$ cat config.mk
export PLATFORM = sky130hd
export DESIGN_NAME = matrix_result_drain_flat
export DESIGN_NICKNAME = d
export VERILOG_FILES = /design/src/rtl/matrix_result_drain_if.sv /design/src/rtl/matrix_result_drain.sv /design/src/flat_wrapper.sv
export SDC_FILE = /design/constraint.sdc
export NUM_CORES = 1
export LEC_CHECK = 0
export ABC_AREA = 1
export BUFFER_PORTS_ARGS = -buffer_cell sky130_fd_sc_hd__buf_2
export CAP_MARGIN = 20
export CELL_PAD_IN_SITES_DETAIL_PLACEMENT = 0
export CELL_PAD_IN_SITES_GLOBAL_PLACEMENT = 1
export CORE_MARGIN = 1.5
export CORE_UTILIZATION = 39
export CTS_CLUSTER_SIZE = 30
export DETAILED_ROUTE_END_ITERATION = 7
export PLACE_DENSITY = 0.82
export RECOVER_POWER = 50
export SETUP_SLACK_MARGIN = 0.05
export SLEW_MARGIN = 20
export SYNTH_ARGS = -nofsm -noshare
export SYNTH_HDL_FRONTEND = slang
export SYNTH_SLANG_ARGS = --single-unit
export TNS_END_PERCENT = 30
$ cat constraint.sdc
create_clock -name clk -period 2.51 [get_ports clk]
set_input_delay 0.251 -clock clk [delete_from_list [all_inputs] [get_ports clk]]
set_output_delay 0.251 -clock clk [all_outputs]
set_load 0.01 [all_outputs]
$ cat src/rtl/matrix_result_drain_if.sv
// Element stream from matrix_result_drain to the host-side writer / DMA.
interface matrix_result_drain_if;
  logic        out_valid;
  logic        out_ready;
  logic [31:0] out_data;
  logic        out_eol;
  logic        out_last;

  modport master (output out_valid, out_data, out_eol, out_last, input out_ready);
  modport slave  (input out_valid, out_data, out_eol, out_last, output out_ready);
endinterface

$ cat src/rtl/matrix_result_drain.sv
// Drains the engine's M x N result store in row-major order onto a valid/ready stream.
// Optional feature macro: DRAIN_NONFINITE_CNT_EN (count of drained Inf/NaN elements).
module matrix_result_drain #(
  parameter int MAX_M  = 100,
  parameter int MAX_N  = 100,
  parameter int ADDR_W = 14
) (
  input  logic                  clk,
  input  logic                  rst_n,
  input  logic                  engine_done,
  input  logic [7:0]            M_val,
  input  logic [7:0]            N_val,
  output logic                  c_rd_en,
  output logic [ADDR_W-1:0]     c_rd_addr,
  input  logic [31:0]           c_rd_data,
  matrix_result_drain_if.master strm,
  output logic                  busy,
  output logic                  drain_done,
  output logic [15:0]           nonfinite_cnt
);

  typedef enum logic [1:0] {IDLE, READ, FLUSH, DONE} state_t;

  state_t      state_reg;
  logic        done_q_reg;
  logic [7:0]  n_reg;
  logic [7:0]  c_reg;
  logic [15:0] total_reg;
  logic [15:0] idx_reg;
  logic        busy_reg;
  logic        drain_done_reg;

  logic        inflight_reg;
  logic        inflight_eol_reg;
  logic        inflight_last_reg;
  logic        wr_ptr_reg;
  logic        rd_ptr_reg;
  logic [1:0]  fifo_cnt_reg;

  logic        trigger;
  logic        pop;
  logic        rd_eol;
  logic        rd_last;
  logic [7:0]  m_eff;
  logic [7:0]  n_eff;
  logic [15:0] total_next;
  logic [2:0]  occ;
  logic [31:0] head_data;
  logic        head_eol;
  logic        head_last;

  // Out-of-range sizes are clamped so reads never leave the engine's store.
  assign m_eff      = (int'(M_val) > MAX_M) ? 8'(MAX_M) : M_val;
  assign n_eff      = (int'(N_val) > MAX_N) ? 8'(MAX_N) : N_val;
  assign total_next = {8'd0, m_eff} * {8'd0, n_eff};

  assign trigger = (state_reg == IDLE) && engine_done && !done_q_reg;
  assign pop     = strm.out_valid && strm.out_ready;
  assign rd_eol  = (c_reg == n_reg - 8'd1);
  assign rd_last = (idx_reg == total_reg - 16'd1);
  assign occ     = 3'(fifo_cnt_reg) + 3'(inflight_reg);

  // Credit check counts the in-flight read so the 2-entry FIFO can never overflow.
  always_comb begin
    c_rd_en = 1'b0;
    if (state_reg == READ && (occ - 3'(pop)) < 3'd2)
      c_rd_en = 1'b1;
  end

  assign c_rd_addr  = ADDR_W'(idx_reg);
  assign busy       = busy_reg;
  assign drain_done = drain_done_reg;

  // done_q resets high so a level held across reset does not look like a new edge.
  always_ff @(posedge clk or negedge rst_n) begin
    if (!rst_n) begin
      state_reg      <= IDLE;
      done_q_reg     <= 1'b1;
      n_reg          <= '0;
      c_reg          <= '0;
      total_reg      <= '0;
      idx_reg        <= '0;
      busy_reg       <= 1'b0;
      drain_done_reg <= 1'b0;
    end else begin
      done_q_reg     <= engine_done;
      drain_done_reg <= 1'b0;
      case (state_reg)
        IDLE: begin
          if (trigger) begin
            n_reg     <= n_eff;
            total_reg <= total_next;
            idx_reg   <= '0;
            c_reg     <= '0;
            if (m_eff == 8'd0 || n_eff == 8'd0) begin
              state_reg      <= DONE;
              drain_done_reg <= 1'b1;
            end else begin
              state_reg <= READ;
              busy_reg  <= 1'b1;
            end
          end
        end
        READ: begin
          if (c_rd_en) begin
            idx_reg <= idx_reg + 16'd1;
            c_reg   <= rd_eol ? 8'd0 : c_reg + 8'd1;
            if (rd_last)
              state_reg <= FLUSH;
          end
        end
        FLUSH: begin
          if (pop && head_last) begin
            state_reg      <= DONE;
            busy_reg       <= 1'b0;
            drain_done_reg <= 1'b1;
          end
        end
        default: state_reg <= IDLE;
      endcase
    end
  end

  always_ff @(posedge clk or negedge rst_n) begin
    if (!rst_n) begin
      inflight_reg      <= 1'b0;
      inflight_eol_reg  <= 1'b0;
      inflight_last_reg <= 1'b0;
      wr_ptr_reg        <= 1'b0;
      rd_ptr_reg        <= 1'b0;
      fifo_cnt_reg      <= '0;
    end else begin
      inflight_reg      <= c_rd_en;
      inflight_eol_reg  <= rd_eol;
      inflight_last_reg <= rd_last;
      if (inflight_reg)
        wr_ptr_reg <= ~wr_ptr_reg;
      if (pop)
        rd_ptr_reg <= ~rd_ptr_reg;
      fifo_cnt_reg <= fifo_cnt_reg + {1'b0, inflight_reg} - {1'b0, pop};
    end
  end

  genvar gi;
  generate
    for (gi = 0; gi < 2; gi++) begin : g_entry
      logic [33:0] entry_reg;
      always_ff @(posedge clk or negedge rst_n) begin
        if (!rst_n)
          entry_reg <= '0;
        else if (inflight_reg && (wr_ptr_reg == 1'(gi)))
          entry_reg <= {inflight_last_reg, inflight_eol_reg, c_rd_data};
      end
    end
  endgenerate

  assign {head_last, head_eol, head_data} = rd_ptr_reg ? g_entry[1].entry_reg
                                                       : g_entry[0].entry_reg;

  assign strm.out_valid = (fifo_cnt_reg != 2'd0);
  assign strm.out_data  = head_data;
  assign strm.out_eol   = head_eol;
  assign strm.out_last  = head_last;

`ifdef DRAIN_NONFINITE_CNT_EN
  logic [15:0] nf_cnt_reg;

  always_ff @(posedge clk or negedge rst_n) begin
    if (!rst_n)
      nf_cnt_reg <= '0;
    else if (trigger)
      nf_cnt_reg <= '0;
    else if (pop && head_data[30:23] == 8'hFF && nf_cnt_reg != 16'hFFFF)
      nf_cnt_reg <= nf_cnt_reg + 16'd1;
  end

  assign nonfinite_cnt = nf_cnt_reg;
`else
  assign nonfinite_cnt = 16'd0;
`endif

endmodule
$ cat src/flat_wrapper.sv
// flat-port wrapper written by rule: the top's interface ports become plain ports
module matrix_result_drain_flat 
#(
  parameter int MAX_M  = 100,
  parameter int MAX_N  = 100,
  parameter int ADDR_W = 14
)
  (clk, rst_n, engine_done, M_val, N_val, c_rd_en, c_rd_addr, c_rd_data, busy, drain_done, nonfinite_cnt, strm_out_valid, strm_out_data, strm_out_eol, strm_out_last, strm_out_ready);
  matrix_result_drain_if strm_i ();
  input  logic clk;
  input  logic rst_n;
  input  logic engine_done;
  input  logic [7:0] M_val;
  input  logic [7:0] N_val;
  output logic c_rd_en;
  output logic [ADDR_W-1:0] c_rd_addr;
  input  logic [31:0] c_rd_data;
  output logic busy;
  output logic drain_done;
  output logic [15:0] nonfinite_cnt;
  output wire logic [$bits(strm_i.out_valid)-1:0] strm_out_valid;
  output wire logic [$bits(strm_i.out_data)-1:0] strm_out_data;
  output wire logic [$bits(strm_i.out_eol)-1:0] strm_out_eol;
  output wire logic [$bits(strm_i.out_last)-1:0] strm_out_last;
  input wire logic [$bits(strm_i.out_ready)-1:0] strm_out_ready;
  assign strm_out_valid = strm_i.out_valid;
  assign strm_out_data = strm_i.out_data;
  assign strm_out_eol = strm_i.out_eol;
  assign strm_out_last = strm_i.out_last;
  assign strm_i.out_ready = strm_out_ready;
  matrix_result_drain #(.MAX_M(MAX_M), .MAX_N(MAX_N), .ADDR_W(ADDR_W)) u_core (.clk(clk), .rst_n(rst_n), .engine_done(engine_done), .M_val(M_val), .N_val(N_val), .c_rd_en(c_rd_en), .c_rd_addr(c_rd_addr), .c_rd_data(c_rd_data), .strm(strm_i), .busy(busy), .drain_done(drain_done), .nonfinite_cnt(nonfinite_cnt));
endmodule
==> run summary, run 1 <==
Slew headroom: 0.387
Core ar.: 22600 µm²
# fillers: 2126
Multi-input gate area: 5410 µm²
critical path launch point type: primary input
synth unique cells: 39
DR DRC count: 0
hold_ws: 0.0998 ns
MaxCap Viol Count: 0
Synthesis Warnings: 0
CTS tree: built
Final Power: 13.0 mW
Worst path slowest cell: fa_1
Post-Syn Area: 8960 µm²
worst-skew pair later-pin latency: 0.42 ns
Antenna Nets Post-Route: 0
CP Class: in -> reg
routing usage on met3: 0.0339
root buffer cell: clkbuf_16
HPWL after DPL: 16.1 mm
diode count: 0
Avg Synthesized Cell Area: 7.53 µm²
initial core utilization: 0.397
area leader, netlist: dfrtp_1
fin. max-slew vios: 0
layout cells sized above 1: 0.275
most common library cells after synthesis: nand2_1 (336), inv_1 (185), dfrtp_1 (127), o21ai_0 (111), nor2_1 (101)
Total Routing Usage GR: 0.193
max reg flops: 68
Final Net Count: 1530
vias in the first global route: 7906
DRT Wirelength: 21.7 mm
cell family with most CP delay: adder cells
IO Port Bufs: 103
unrepaired setup endpoints after global routing: yes
pwr/cell area: 1100 nW/µm²
top cells by area, synth: dfrtp_1 (35%), nand2_1 (14%), fa_1 (8.3%)
hold violation count in the final report: 0
Worst setup EP type: flip-flop
Tcrit/Tclk final: 1.54
die area: 23900 µm²
grt met1 use: 0.242
Post-synth EDFFs: 0
Post-Syn Instances: 1191
count leader, synth: nand2_1
CTS buffer count: 17
Yosys top cell area share: 0.355
Synth Flop Type: dfrtp_1
met2 Use GR: 0.340
Setup Skew: 0.00640 ns
clock buffer depth: 2
# rows: 55
post-synthesis sequential area ratio: 0.357
final setup fails: 40
Top Ports: 120
asr flop ratio synth: 1.00
failing checks: setup timing
Worst EP arrival: 4.16 ns
Final min period: 3.85 ns
iteration count of the initial detailed-routing pass: 5
Starting DRT DRC Count: 443
max incr delay on CP: 0.49 ns
Reg clk slew, reported paths: 0.06 ns
GR Overflow Total: 0
Area Overhead vs Synth: 31.6%
first-pass GRT wire length: 37.4 mm
Chip Width: 155 µm
worst-margin pin slew: 0.920 ns
Final GP Congestion: 0.868
register area: 3200 µm²
status: finished, violations left
highest clock rate: 259 MHz
Pleak: 6.15 nW
#FFs+latches synth: 128
WP buf/inv: 7
crit-path max FO: 4
largest net degree at the start of global routing: 45
Via-to-Cell Ratio: 4.70
Final WS setup: -1.34 ns
htree depth: 4
clock sink total: 128
worst vdd ir: 0.000469 V
GR peak layer: met2
Vias: 7965
initial antenna violation count: 0
Hold Path Class: in -> reg
Chip Height: 155 µm
WP data required: 2.81 ns
WL/cell: 12.8 µm
[through the flow]
| step | util | cells | instance area (µm²) | TNS [ns] | setup WS, ns |
|---|---|---|---|---|---|
| 2_1_floorplan | - | 1220 | 9220 | -19.48 | -1.56 |
| 6_report | 0.523 | 1693 | 11800 | -18.82 | -1.34 |
| 4_1_cts | 0.515 | 1687 | 11600 | -17.22 | -1.37 |
| 5_1_grt | 0.523 | 1693 | 11800 | -24.70 | -1.59 |
| 3_3_place_gp | 0.464 | 1638 | 10500 | -27.59 | -1.82 |
| 3_5_place_dp | 0.464 | 1638 | 10500 | -28.83 | -1.92 |
[report_power, final]
group	total (mW)	internal, mW	switching, mW
Combinational	7.01	3.06	3.94
Clock	2.55	1.58	0.970
Sequential	3.43	2.86	0.567
Total	13.0	7.50	5.48
[layer usage]
| layer | routed length [µm] | vias to the layer above |
|---|---|---|
| li1 | - | 4053 |
| met1 | 9770 | 3736 |
| met2 | 10800 | 150 |
| met3 | 783 | 26 |
| met4 | 346 | 0 |
| met5 | 0 | - |
[worst paths after layout]
path / to / cells after the start / slack, ns / startpoint
setup / recovery: u_core.total_reg[12]$_DFFE_PN0P_ / 27 / -1.34 / N_val[1]
hold / removal: u_core.g_entry[0].entry_reg[29]$_DFFE_PN0P_ / 3 / 0.1 / c_rd_data[29]
setup reg to reg: u_core.idx_reg[9]$_DFFE_PN0P_ / 17 / -0.38 / u_core.fifo_cnt_reg[0]$_DFF_PN0_
hold reg to reg: u_core.g_entry[1].entry_reg[10]$_DFFE_PN0P_ / 2 / 0.48 / u_core.g_entry[1].entry_reg[10]$_DFFE_PN0P_
max in group asynchronous: u_core.g_entry[1].entry_reg[33]$_DFFE_PN0P_ / 3 / 0.68 / rst_n
min in group asynchronous: u_core.g_entry[0].entry_reg[10]$_DFFE_PN0P_ / 2 / 0.50 / rst_n
[worst register-to-register path, cell delays in order (launching register included)]
cell and delay (ns):
dfrtp_1 0.38, or2_0 0.30, nand2_4 0.10, inv_4 0.04, ha_4 0.21, inv_4 0.05, ha_4 0.12, inv_2 0.04
fa_2 0.55, nand3_2 0.10, nand2_2 0.11, o211ai_4 0.11, clkinv_4 0.12, nand3_2 0.09, nor2_2 0.12, nand2_1 0.09
o21ai_0 0.18, a21oi_1 0.07
[cell type report]
type	count	area share
tap	285	0.0302
clock inverter	14	0.0153
clock buffer	18	0.0364
multi-input combinational	841	0.459
sequential	128	0.272
timing repair buffer	217	0.126
inverter	190	0.0619
[cells in the final DEF (no fill, tap or decap), types with 19 or more instances in the layout]
master	instances
nand2_1	318
inv_2	23
buf_4	90
inv_1	159
conb_1	31
nor2_1	73
nand3_1	39
o21ai_0	89
fa_1	33
ha_1	33
dfrtp_1	127
buf_2	95
xor2_1	25
buf_6	19
[cell families (layout without fill, tap and decap cells)]
family,after synthesis,count (layout),share of synthesized area
other cells,2,31,0.000838
flops,128,128,0.357
simple gates,538,538,0.247
compound gates,146,146,0.0879
buf+inv,251,439,0.118
fa+ha+maj,83,83,0.147
xor+xnor,43,43,0.0420
[repair_timing]
item | CTS | global route
buffers inserted | 15 | 6
pin swaps | 57 | 31
resized for setup | 114 | 41
hold buffers | 2 | 0
hold endpoints to repair | 35 | 0
endpoints found under the setup margin | 41 | 40
Power figures use the tool's default switching activity.
==> run 2, diff against run 1 <==
- CORE_UTILIZATION: 39 -> 40
- PLACE_DENSITY: 0.82 -> 0.8
- TNS_END_PERCENT: 30 -> unset
- clock period: 2.51 -> 4.41 ns (I/O delays scaled with it)
==> run summary, run 2 (synthesis results as in run 1) <==
CTS buffer count: 17
initial core utilization: 0.409
Hold-fix buffers, CTS: 0
worst vdd ir: 0.000312 V
placed cell count: 1601
htree depth: 4
CTS tree: built
max reg flops: 68
Reg clk slew, reported paths: 0.06 ns
worst-margin pin slew: 3.44 ns
pre-CTS setup slack: -0.278 ns
Setup Skew: 0.0101 ns
largest net degree at the start of global routing: 70
WP data required: 4.70 ns
Via-to-Cell Ratio: 4.73
fin util: 0.498
unrepaired setup endpoints after global routing: yes
Core ar.: 21900 µm²
pwr/cell area: 629 nW/µm²
worst path cell trace: buf_2, inv_1, a31oi_1, nand2_1, nand2_4, buf_4, inv_2, nand2_2, nor2_1, fa_1, fa_1, inv_1, fa_1, fa_1, inv_1, ha_4, inv_1, o21ai_2, nor2_2, o21ai_2, a31oi_1, xor2_1, o21ai_1
clock buffer depth: 2
Slew headroom: -1.29
most common cell after layout, fill and taps aside: nand2_1
cell family with most CP delay: adder cells
Finished Layout Cells: 1637
GR Overflow Total: 0
WP buf/inv: 7
diode count: 0
Vias: 7745
status: finished, violations left
HPWL after DPL: 15.4 mm
Hold Path Class: in -> reg
Starting DRT DRC Count: 349
Area Overhead vs Synth: 21.6%
Top Ports: 120
first-pass GRT wire length: 36.6 mm
Final WS setup: 0.229 ns
max incr delay on CP: 0.56 ns
CP Class: in -> reg
Worst EP arrival: 4.47 ns
clock sink total: 128
layout cells sized above 1: 0.195
worst-skew pair later-pin latency: 0.42 ns
Chip Width: 153 µm
vias in the first global route: 7713
hold_ws: 0.133 ns
WL/cell: 12.6 µm
root buffer cell: clkbuf_16
Antenna Nets Post-Route: 0
iteration count of the initial detailed-routing pass: 5
DRT Wirelength: 20.5 mm
Final GP Congestion: 0.881
crit-path max FO: 5
# fillers: 2228
fin. max-slew vios: 165
# rows: 54
Worst setup EP type: flip-flop
IO Port Bufs: 103
Total Routing Usage GR: 0.189
DR DRC count: 0
MaxCap Viol Count: 3
Worst path slowest cell: fa_1
final setup fails: 0
initial antenna violation count: 0
Tcrit/Tclk final: 0.948
highest clock rate: 239 MHz
Final min period: 4.18 ns
hold violation count in the final report: 0
most frequent cells in the layout: nand2_1 (328), inv_1 (172), dfrtp_1 (127), o21ai_0 (102), buf_2 (100)
critical path launch point type: primary input
Final Net Count: 1479
failing checks: capacitance limit, slew limit
Pleak: 5.82 nW
Chip Height: 153 µm
die area: 23300 µm²
[run 2: worst register-to-register path, delay by kind of cell (launching register included)]
family / cells / cell delay [ns]
adder cells (fa/ha/maj): 3 / 0.87
buffers and inverters: 5 / 0.63
AND/OR/NAND/NOR: 8 / 1.06
flip-flops: 1 / 0.42
AO/OA/AOI/OAI: 2 / 0.40
[run 2: final cells by class]
| cell class | instances | area [µm²] | share of cell area |
|---|---|---|---|
| flip-flops and latches | 128 | 3200 | 0.294 |
| clock inverters | 15 | 198 | 0.0181 |
| multi-input cells | 841 | 5020 | 0.461 |
| repair buffers | 166 | 983 | 0.0903 |
| inverters | 190 | 717 | 0.0658 |
| well taps | 280 | 350 | 0.0322 |
| clock buffers | 17 | 425 | 0.0390 |
[run 2: worst paths after layout]
check                                            startpoint                                     endpoint  slack [ns]  cells after the start
setup / recovery                                   M_val[3]             u_core.total_reg[13]$_DFFE_PN0P_        0.23                     23
hold / removal                                  engine_done                  u_core.done_q_reg$_DFF_PN1_        0.13                      1
setup reg to reg           u_core.fifo_cnt_reg[1]$_DFF_PN0_                u_core.idx_reg[7]$_DFFE_PN0P_        0.92                     18
hold reg to reg                 u_core.n_reg[1]$_DFFE_PN0P_                  u_core.n_reg[1]$_DFFE_PN0P_        0.48                      2
max in group asynchronous                             rst_n  u_core.g_entry[0].entry_reg[23]$_DFFE_PN0P_        0.97                      2
min in group asynchronous                             rst_n  u_core.g_entry[0].entry_reg[14]$_DFFE_PN0P_        1.17                      1
[run 2: metrics by stage]
stage	setup TNS (ns)	total power, mW	instance area (µm²)
floorplan	0	4.24	9160
global placement	-1.30	5.26	10100
detailed placement	-1.72	5.32	10100
CTS	0	6.85	10800
global route	-0.0262	7.57	10900
finish	0	6.85	10900
[run 2: per-layer routing]
metal  up-vias  GRT usage  wire length [µm]
met5         -          0                 0
met4         0     0.0462               225
met3        18     0.0330               684
met2       131      0.318              9920
met1      3644      0.253              9720
li1       3952          -                 -
[run 2: power breakdown]
part,switching [mW],internal [mW]
combinational,2.01,1.39
clock,0.588,0.909
sequential,0.325,1.63
total,2.92,3.93
[run 2: what timing repair did]
| action | in CTS | in global routing |
|---|---|---|
| buffers inserted | 0 | 4 |
| setup endpoints to repair | 0 | 7 |
| resized for setup | 0 | 41 |
